**src/rtl/seg_pkg.sv**
```systemverilog
// Shared constants and types for the seven-segment scanner: segment codes,
// digit index type, scan phase and decimal-point placement.
package seg_pkg;

  localparam int NUM_DIGITS = 8;

  // Active-low segment codes, bit order {g,f,e,d,c,b,a}
  localparam logic [6:0] SEG_0     = 7'h40;
  localparam logic [6:0] SEG_1     = 7'h79;
  localparam logic [6:0] SEG_2     = 7'h24;
  localparam logic [6:0] SEG_3     = 7'h30;
  localparam logic [6:0] SEG_4     = 7'h19;
  localparam logic [6:0] SEG_5     = 7'h12;
  localparam logic [6:0] SEG_6     = 7'h02;
  localparam logic [6:0] SEG_7     = 7'h78;
  localparam logic [6:0] SEG_8     = 7'h00;
  localparam logic [6:0] SEG_9     = 7'h10;
  localparam logic [6:0] SEG_DASH  = 7'h3F;
  localparam logic [6:0] SEG_BLANK = 7'h7F;

  typedef logic [2:0] digit_t;

  typedef enum logic {
    PH_BLANK,
    PH_DRIVE
  } phase_t;

  // Digits whose decimal point is lit: S.ff, M.S and H.M separators
  localparam logic [7:0] DP_MASK = 8'b0101_0100;

endpackage

```
**src/rtl/bcd_to_seg.sv**
```systemverilog
// Combinational BCD nibble to active-low seven-segment decoder; any
// non-decimal nibble shows a dash.
module bcd_to_seg
  import seg_pkg::*;
(
  input  logic [3:0] bcd,
  output logic [6:0] seg
);

  always_comb begin
    seg = SEG_DASH;
    case (bcd)
      4'd0:    seg = SEG_0;
      4'd1:    seg = SEG_1;
      4'd2:    seg = SEG_2;
      4'd3:    seg = SEG_3;
      4'd4:    seg = SEG_4;
      4'd5:    seg = SEG_5;
      4'd6:    seg = SEG_6;
      4'd7:    seg = SEG_7;
      4'd8:    seg = SEG_8;
      4'd9:    seg = SEG_9;
      default: seg = SEG_DASH;
    endcase
  end

endmodule

```
**src/rtl/seg_scan.sv**
```systemverilog
// Eight-digit multiplexed seven-segment scanner showing HH MM SS.ff from a
// per-frame snapshot. Define SEG_LZB_EN to blank a leading zero in hour tens.
module seg_scan
  import seg_pkg::*;
#(
  parameter int SCAN_DIV  = 1000,
  parameter int BLANK_CYC = 2
) (
  input  logic        clk,
  input  logic        clr,
  input  logic [23:0] sec,
  input  logic [7:0]  min,
  input  logic [7:0]  hr,
  output logic [7:0]  an,
  output logic [6:0]  seg,
  output logic        dp,
  output logic        frame
);

  localparam logic [15:0] CNT_MAX  = 16'(SCAN_DIV - 1);
  localparam logic [15:0] CNT_BLNK = 16'(BLANK_CYC);

  logic [15:0] cnt;
  logic [15:0] cntNext;
  digit_t      d;
  digit_t      dNext;
  logic [31:0] snap;
  logic        load;
  logic        hideD7;
  logic        hideNow;
  phase_t      phaseNext;
  logic [3:0]  nibble;
  logic [6:0]  decoded;
  logic [6:0]  segNext;
  logic [7:0]  anNext;

`ifdef SEG_LZB_EN
  assign hideD7 = (snap[31:28] == 4'h0);
`else
  assign hideD7 = 1'b0;
`endif

  // Everything registered is derived from the state being entered, so the
  // outputs line up with cnt/d on the same edge.
  always_comb begin
    cntNext   = cnt + 16'd1;
    dNext     = d;
    load      = 1'b0;
    if (cnt == CNT_MAX) begin
      cntNext = 16'd0;
      dNext   = digit_t'(d + 3'd1);
      load    = (d == 3'd7);
    end
    phaseNext = (cntNext < CNT_BLNK) ? PH_BLANK : PH_DRIVE;
    hideNow   = (dNext == 3'd7) && hideD7;
    nibble    = snap[{dNext, 2'b00} +: 4];
    segNext   = hideNow ? SEG_BLANK : decoded;
    anNext    = 8'hFF;
    if (phaseNext == PH_DRIVE && !hideNow) begin
      anNext = ~(8'h01 << dNext);
    end
  end

  bcd_to_seg u_dec (
    .bcd (nibble),
    .seg (decoded)
  );

  always_ff @(posedge clk or posedge clr) begin
    if (clr) begin
      cnt   <= CNT_MAX;
      d     <= 3'd7;
      snap  <= 32'd0;
      an    <= 8'hFF;
      seg   <= SEG_BLANK;
      dp    <= 1'b1;
      frame <= 1'b0;
    end else begin
      cnt   <= cntNext;
      d     <= dNext;
      frame <= load;
      an    <= anNext;
      if (load) begin
        snap <= {hr, min, sec[23:8]};
      end
      if (cntNext == 16'd1) begin
        seg <= segNext;
        dp  <= ~DP_MASK[dNext];
      end
    end
  end

endmodule

```
**config.mk**
```make
export PLATFORM = sky130hd
export DESIGN_NAME = seg_scan
export DESIGN_NICKNAME = d
export VERILOG_FILES = /design/src/rtl/seg_pkg.sv /design/src/rtl/bcd_to_seg.sv /design/src/rtl/seg_scan.sv
export SDC_FILE = /design/constraint.sdc
export NUM_CORES = 1
export LEC_CHECK = 0
export ABC_AREA = 1
export BUFFER_PORTS_ARGS = -buffer_cell sky130_fd_sc_hd__buf_2
export CORE_ASPECT_RATIO = 2
export CORE_MARGIN = 2
export CORE_UTILIZATION = 50
export CTS_CLUSTER_SIZE = 25
export DETAILED_ROUTE_END_ITERATION = 6
export PLACE_DENSITY_LB_ADDON = 0.2
export SYNTH_ARGS = -nofsm -noshare
export SYNTH_HDL_FRONTEND = slang
export SYNTH_SLANG_ARGS = --single-unit
```
**constraint.sdc**
```tcl
create_clock -name clk -period 3 [get_ports clk]
set_input_delay 0.6 -clock clk [delete_from_list [all_inputs] [get_ports clk]]
set_output_delay 0.6 -clock clk [all_outputs]
set_load 0.02 [all_outputs]
```
==> results of run 1 <==
-- cell type report --
| class | count | area [sq um] | share of cell area (%) |
|---|---|---|---|
| flip-flops and latches | 68 | 1740 | 40.3 |
| multi-input cells | 352 | 1630 | 37.8 |
| repair buffers | 60 | 338 | 7.84 |
| clock buffers | 10 | 239 | 5.55 |
| inverters | 45 | 171 | 3.98 |
| well taps | 90 | 113 | 2.61 |
| clock inverters | 6 | 85.1 | 1.97 |
-- worst max path at each step --
stage,startpoint,endpoint,cells past startpoint
floorplan,cnt[0],seg[3],18
global placement,cnt[0],seg[4],20
detailed placement,cnt[0],seg[4],20
CTS,cnt[0],seg[4],20
global route,cnt[0],seg[4],20
finish,cnt[0],seg[4],20
-- where the power goes --
part	internal [mW]	leakage (nW)	total [mW]	switching, mW
sequential	0.920	0.683	0.920	0
clock	0.749	0.163	1.13	0.380
combinational	0.0174	1.35	0.0398	0.0224
-- per-layer routing --
layer | vias up | track usage (%) | part of all wire, %
li1 | 1594 | - | -
met3 | 13 | 4.07 | 2.9
met1 | 1396 | 21.0 | 37
met4 | 0 | 11.4 | 2.6
met2 | 58 | 42.5 | 57
met5 | - | 0 | 0
-- synth_stat cells --
cell type | instances | area, sq um
sky130_fd_sc_hd__nand2_1 | 214 | 803
sky130_fd_sc_hd__nand3_1 | 43 | 215
sky130_fd_sc_hd__dfrtp_1 | 41 | 1030
sky130_fd_sc_hd__inv_1 | 38 | 143
sky130_fd_sc_hd__nor2_1 | 33 | 124
sky130_fd_sc_hd__dfstp_2 | 27 | 709
sky130_fd_sc_hd__o21ai_0 | 10 | 50.1
sky130_fd_sc_hd__ha_1 | 8 | 100
sky130_fd_sc_hd__inv_2 | 6 | 22.5
sky130_fd_sc_hd__nand2_2 | 6 | 37.5
sky130_fd_sc_hd__clkbuf_1 | 5 | 18.8
sky130_fd_sc_hd__nor3_1 | 5 | 25.0
sky130_fd_sc_hd__buf_2 | 4 | 20.0
sky130_fd_sc_hd__nand4_1 | 4 | 25.0
sky130_fd_sc_hd__nand3_2 | 3 | 30.0
sky130_fd_sc_hd__nor2_2 | 3 | 18.8
sky130_fd_sc_hd__nor2_4 | 3 | 33.8
sky130_fd_sc_hd__o21ai_1 | 3 | 15.0
sky130_fd_sc_hd__o21ai_2 | 3 | 26.3
sky130_fd_sc_hd__xor2_1 | 3 | 26.3
sky130_fd_sc_hd__a21oi_1 | 2 | 10.0
sky130_fd_sc_hd__buf_6 | 2 | 22.5
sky130_fd_sc_hd__a31o_2 | 1 | 8.76
sky130_fd_sc_hd__a31oi_1 | 1 | 6.26
sky130_fd_sc_hd__and3_1 | 1 | 6.26
sky130_fd_sc_hd__buf_1 | 1 | 3.75
sky130_fd_sc_hd__inv_4 | 1 | 6.26
sky130_fd_sc_hd__nand2_4 | 1 | 11.3
sky130_fd_sc_hd__nand2_8 | 1 | 20.0
sky130_fd_sc_hd__nand3b_1 | 1 | 7.51
sky130_fd_sc_hd__nor3_2 | 1 | 10.0
sky130_fd_sc_hd__o22ai_1 | 1 | 6.26
sky130_fd_sc_hd__or2_2 | 1 | 6.26
-- repair_timing --
action,CTS,global route
buffers inserted,0,0
gates resized for setup,0,1
endpoints found under the setup margin,0,2
hold endpoints to repair,0,0
-- registers in the layout, summed over array words and instances, names as in the netlist --
signal,count
snap,32
frame,1
seg,7
cnt,16
dp,1
d,3
an,8
-- logic make-up after synthesis --
logic type,Yosys count,share of synthesized area (%)
compound gates,21,3.41
xor+xnor,3,0.731
fa+ha+maj,8,2.78
buf+inv,57,6.58
flops,68,48.3
simple gates,320,38.2
-- per-stage QoR --
step,power (mW),util [%],worst slack (ns),instance area (sq um)
2_1_floorplan,0.947,-,0.515,3590
3_3_place_gp,0.975,57.3,0.223,3980
3_5_place_dp,0.976,57.3,0.159,3980
4_1_cts,2.11,62.0,0.130,4300
5_1_grt,2.15,62.1,0.0000244,4310
6_report,2.09,62.1,0.249,4310
-- worst max-delay path: stages (launching register included) --
cell	delay, ns
sky130_fd_sc_hd__dfstp_2	0.54
sky130_fd_sc_hd__ha_1	0.18
sky130_fd_sc_hd__nand2_1	0.08
sky130_fd_sc_hd__inv_1	0.07
sky130_fd_sc_hd__nand2_1	0.10
sky130_fd_sc_hd__nor2_4	0.16
sky130_fd_sc_hd__nand2_4	0.15
sky130_fd_sc_hd__nand2_8	0.13
sky130_fd_sc_hd__nand2_4	0.14
sky130_fd_sc_hd__nand2_1	0.09
sky130_fd_sc_hd__o21ai_1	0.07
sky130_fd_sc_hd__nand2_1	0.06
sky130_fd_sc_hd__nand3_1	0.08
sky130_fd_sc_hd__nand2_2	0.16
sky130_fd_sc_hd__inv_1	0.09
sky130_fd_sc_hd__ha_1	0.22
sky130_fd_sc_hd__nand3_1	0.08
sky130_fd_sc_hd__nand2_1	0.05
sky130_fd_sc_hd__nor2_1	0.08
sky130_fd_sc_hd__nor2_1	0.05
sky130_fd_sc_hd__nor2_1	0.09
==> results.toml, run 1 <==
[final_layout]
area.growth.synth_to_final_pct = 19.9
instances_no_fill = 631
most-common-layout-cells = "214 x sky130_fd_sc_hd__nand2_1, 50 x sky130_fd_sc_hd__buf_2, 43 x sky130_fd_sc_hd__nand3_1, 41 x sky130_fd_sc_hd__dfrtp_1, 37 x sky130_fd_sc_hd__inv_1"
layout-drive-gt1-share_pct = 24.8
design.final.nets = 586
layout.cells.most_common = "sky130_fd_sc_hd__nand2_1"
layout.filler_cells = 639
insertedDiodeCount = 0

[setup_path]
worst-endpoint-required_ns = 3.27
r2r_slack_ns = 0.25
critPathMaxFanout = 19
worst-r2r-cell-count = 20
reg2reg_start = "cnt[0]"
worst-endpoint-arrival_ns = 3.02
setup.worst_path.end_class = "flip-flop"
timing.critical_path.from_type = "flip-flop"
worst-setup-path-type = "flip-flop to flip-flop"
r2r-end = "seg[4]"

[clock_network]
cts_sinks = 68
holdBufCountCts = 0
cts_root_buf = "sky130_fd_sc_hd__clkbuf_16"
numCtsBuffers = 9
max-clock-path-buffers = 2
tritoncts = "done"
ctsHtreeMaxLevel = 3
path_clk_slew_ns = 0.05
insertion_delay_ns = 0.33

[timing]
finalMaxSlewViolations = 0
max_slew_margin_pct = 55.0
fin_crit_ns = 2.75
timing.setup.tns_ns = 0
grt_setup_unrepaired = "false"
minimum_hold_slack_ns = 0.370
fmax_mhz = 364
clock_tree_skew_after_final_layout_ns = 0.00496
timing.final.hold_violations = 0
share_of_the_cycle_needed_by_the_critical_path_after_routing_pct = 91.7
finalSetupViolCount = 0
timing_worst_slew_pin_value_ns = 0.674

[synth]
proportion_of_synthesized_chip_area_in_sequential_cells_pct = 48.3
syn_area_per_cell_sq_um = 7.54
postSynthRegisterBits = 68
syn-instance-count = 477
yosys_cell_types = 33
mappedNetlistNets = 527
mappedNetlistArea_sq_um = 3590
yosys_warnings = 0

[outcome]
run_status = "completed"

[routing]
wl_per_cell_um = 12.1
drt_iter0_drc = 134
totalWireLength_um = 7660
ant_nets = 0
detail_route.vias_per_cell = 4.85
detailedRoute.firstPassIterationCount = 4
num_vias = 3061
drcViolationCount = 0

[worst_hold_path]
min-delay-path-class = "input port to async pin"

[global_routing]
grt_pass1_wl_um = 13200
grtUsageTotal_pct = 21.8
grt_max_degree = 38
vias_in_the_first_global_route = 3097
globalRoute.totalOverflow = 0
antenna_found_initial = 0

[die]
fp.dieH_um = 124
floorplan.die.width_um = 64.0
floorplan.initialDensity_pct = 51.8
core_area_sq_um = 6940
die-area_sq_um = 7920
ioPinCount = 59
rows = 43

[placement]
gp_congestion = 0.898
place.port_buffers = 50
numPlacedInstances = 615
hpwlAfterDp_um = 5880

[job]
maxCapViolations = 0

[power]
p_leak_nw = 2.20
cellPowerDensity_nw_per_um2 = 485
vdd_drop_max_mv = 0.580
(Power assumes the default switching activity.)
==> run 2: changes to the inputs <==
--- a/config.mk
+++ b/config.mk
@@ -12,7 +12,7 @@
 export CORE_UTILIZATION = 50
 export CTS_CLUSTER_SIZE = 25
 export DETAILED_ROUTE_END_ITERATION = 6
-export PLACE_DENSITY_LB_ADDON = 0.2
+export PLACE_DENSITY = 0.72
 export SYNTH_ARGS = -nofsm -noshare
 export SYNTH_HDL_FRONTEND = slang
 export SYNTH_SLANG_ARGS = --single-unit
==> results.toml, run 2 (same netlist as run 1, synthesis figures left out) <==
[outcome]
run_status = "completed"

[global_routing]
antenna_found_initial = 0
grt_pass1_wl_um = 13600
grt_max_degree = 38
globalRoute.totalOverflow = 0
grtUsageTotal_pct = 22.5
vias_in_the_first_global_route = 3163

[placement]
place.port_buffers = 50
hpwlAfterDp_um = 5950
gp_congestion = 0.891
post_dp_cell_area_sq_um = 3980

[final_layout]
area.growth.synth_to_final_pct = 18.8
layout-drive-gt1-share_pct = 24.5
design_area_sq_um = 4270
top_flop_regs = "snap x32, cnt x16, an x8"
largest-register = "snap"
design.final.nets = 588
largest_reg_flops = 32
layout.cells.most_common = "sky130_fd_sc_hd__nand2_1"
most-common-layout-cells = "214 x sky130_fd_sc_hd__nand2_1, 50 x sky130_fd_sc_hd__buf_2, 43 x sky130_fd_sc_hd__nand3_1, 41 x sky130_fd_sc_hd__dfrtp_1, 37 x sky130_fd_sc_hd__inv_1"
insertedDiodeCount = 0

[routing]
num_vias = 3161
totalWireLength_um = 7830
detailedRoute.firstPassIterationCount = 4
wl_per_cell_um = 12.4
drcViolationCount = 0
detail_route.vias_per_cell = 4.99
drt_iter0_drc = 84
ant_nets = 0

[timing]
finalSetupViolCount = 0
fin_crit_ns = 2.74
max_slew_margin_pct = 65.0
fmax_mhz = 365
timing.setup.tns_ns = 0
clock_tree_skew_after_final_layout_ns = 0.00555
finalMaxSlewViolations = 0
timing.final.hold_violations = 0
grt_setup_unrepaired = "false"
timing_worst_slew_pin_value_ns = 0.524
share_of_the_cycle_needed_by_the_critical_path_after_routing_pct = 91.4
minimum_hold_slack_ns = 0.275

[clock_network]
cts_sinks = 68
numCtsBuffers = 9
tritoncts = "done"
cts_setup_buffers = 0
cts_root_buf = "sky130_fd_sc_hd__clkbuf_16"
path_clk_slew_ns = 0.05
max-clock-path-buffers = 2
ctsHtreeMaxLevel = 3
insertion_delay_ns = 0.33

[power]
cellPowerDensity_nw_per_um2 = 455
vdd_drop_max_mv = 0.325
p_leak_nw = 2.18

[setup_path]
critPathMaxFanout = 19
worst-setup-path-type = "flip-flop to flip-flop"
worst-endpoint-arrival_ns = 3.01
timing.critical_path.from_type = "flip-flop"
setup.worst_path.end_class = "flip-flop"
worst-endpoint-required_ns = 3.27

[worst_hold_path]
min-delay-path-class = "input port to async pin"

[die]
ioPinCount = 59
floorplan.die.width_um = 64.0
rows = 43
floorplan.initialDensity_pct = 51.8
fp.dieH_um = 124
core_area_sq_um = 6940
die-area_sq_um = 7920

[job]
maxCapViolations = 0
[run 2: cell type report]
cell class | instances | area [sq um]
Inverter | 45 | 171
Clock buffer | 15 | 278
Timing Repair Buffer | 62 | 340
Fill cell | 645 | 2670
Clock inverter | 1 | 5.00
Tap cell | 90 | 113
Multi-Input combinational cell | 352 | 1630
Sequential cell | 68 | 1740
[run 2: routing by layer]
metal	GRT usage, %	part of all wire [%]
met5	0	0
met4	11.3	2.3
met3	6.50	3.0
met2	43.0	58
met1	21.2	37
[run 2: timing repair]
action,in CTS,in global routing
gates resized for setup,0,1
setup endpoints to repair,0,3
hold buffers,0,0
endpoints found under the hold margin,0,0
[run 2: critical path, cell delays in order, from the launching register on]
cell                      delay (ns)
sky130_fd_sc_hd__dfstp_2        0.55
sky130_fd_sc_hd__ha_1           0.16
sky130_fd_sc_hd__nand2_1        0.07
sky130_fd_sc_hd__inv_1          0.08
sky130_fd_sc_hd__nand2_1        0.11
sky130_fd_sc_hd__nor2_4         0.17
sky130_fd_sc_hd__nand2_4        0.15
sky130_fd_sc_hd__nand2_8        0.13
sky130_fd_sc_hd__nand2_4        0.14
sky130_fd_sc_hd__nand2_1        0.09
sky130_fd_sc_hd__nand2_1        0.05
sky130_fd_sc_hd__nand2_1        0.05
sky130_fd_sc_hd__nand3_1        0.09
sky130_fd_sc_hd__nand2_2        0.17
sky130_fd_sc_hd__inv_1          0.09
sky130_fd_sc_hd__ha_1           0.21
sky130_fd_sc_hd__nand3_1        0.08
sky130_fd_sc_hd__nand2_1        0.06
sky130_fd_sc_hd__nor2_1         0.09
sky130_fd_sc_hd__nor2_1         0.05
sky130_fd_sc_hd__nor2_1         0.08
[run 2: report_power, final]
part,switching (mW),internal [mW],total [mW],leakage [nW]
registers,0,0.920,0.920,0.683
logic,0.0230,0.0165,0.0395,1.35
clock network,0.357,0.626,0.982,0.140
[run 2: worst paths after layout]
path | start | to | slack (ns) | cells after the start
max reg2reg | cnt[0] | seg[4] | 0.26 | 20
max in group asynchronous | clr | seg[0] | 1.94 | 3
min reg2reg | seg[6] | seg[6] | 0.48 | 2
min | clr | snap[31] | 0.27 | 2
min in group clk | sec[12] | snap[4] | 0.46 | 3
max | cnt[0] | seg[4] | 0.26 | 20
[run 2: stage by stage]
step / power [mW] / util [%] / cells / setup WS, ns
after floorplan: 0.947 / - / 477 / 0.515
after CTS: 1.96 / 61.5 / 633 / 0.160
final: 1.94 / 61.5 / 633 / 0.259
after detailed placement: 0.975 / 57.4 / 617 / 0.184
after global routing: 2.01 / 61.5 / 633 / 0.0291
after global placement: 0.974 / 57.4 / 617 / 0.229
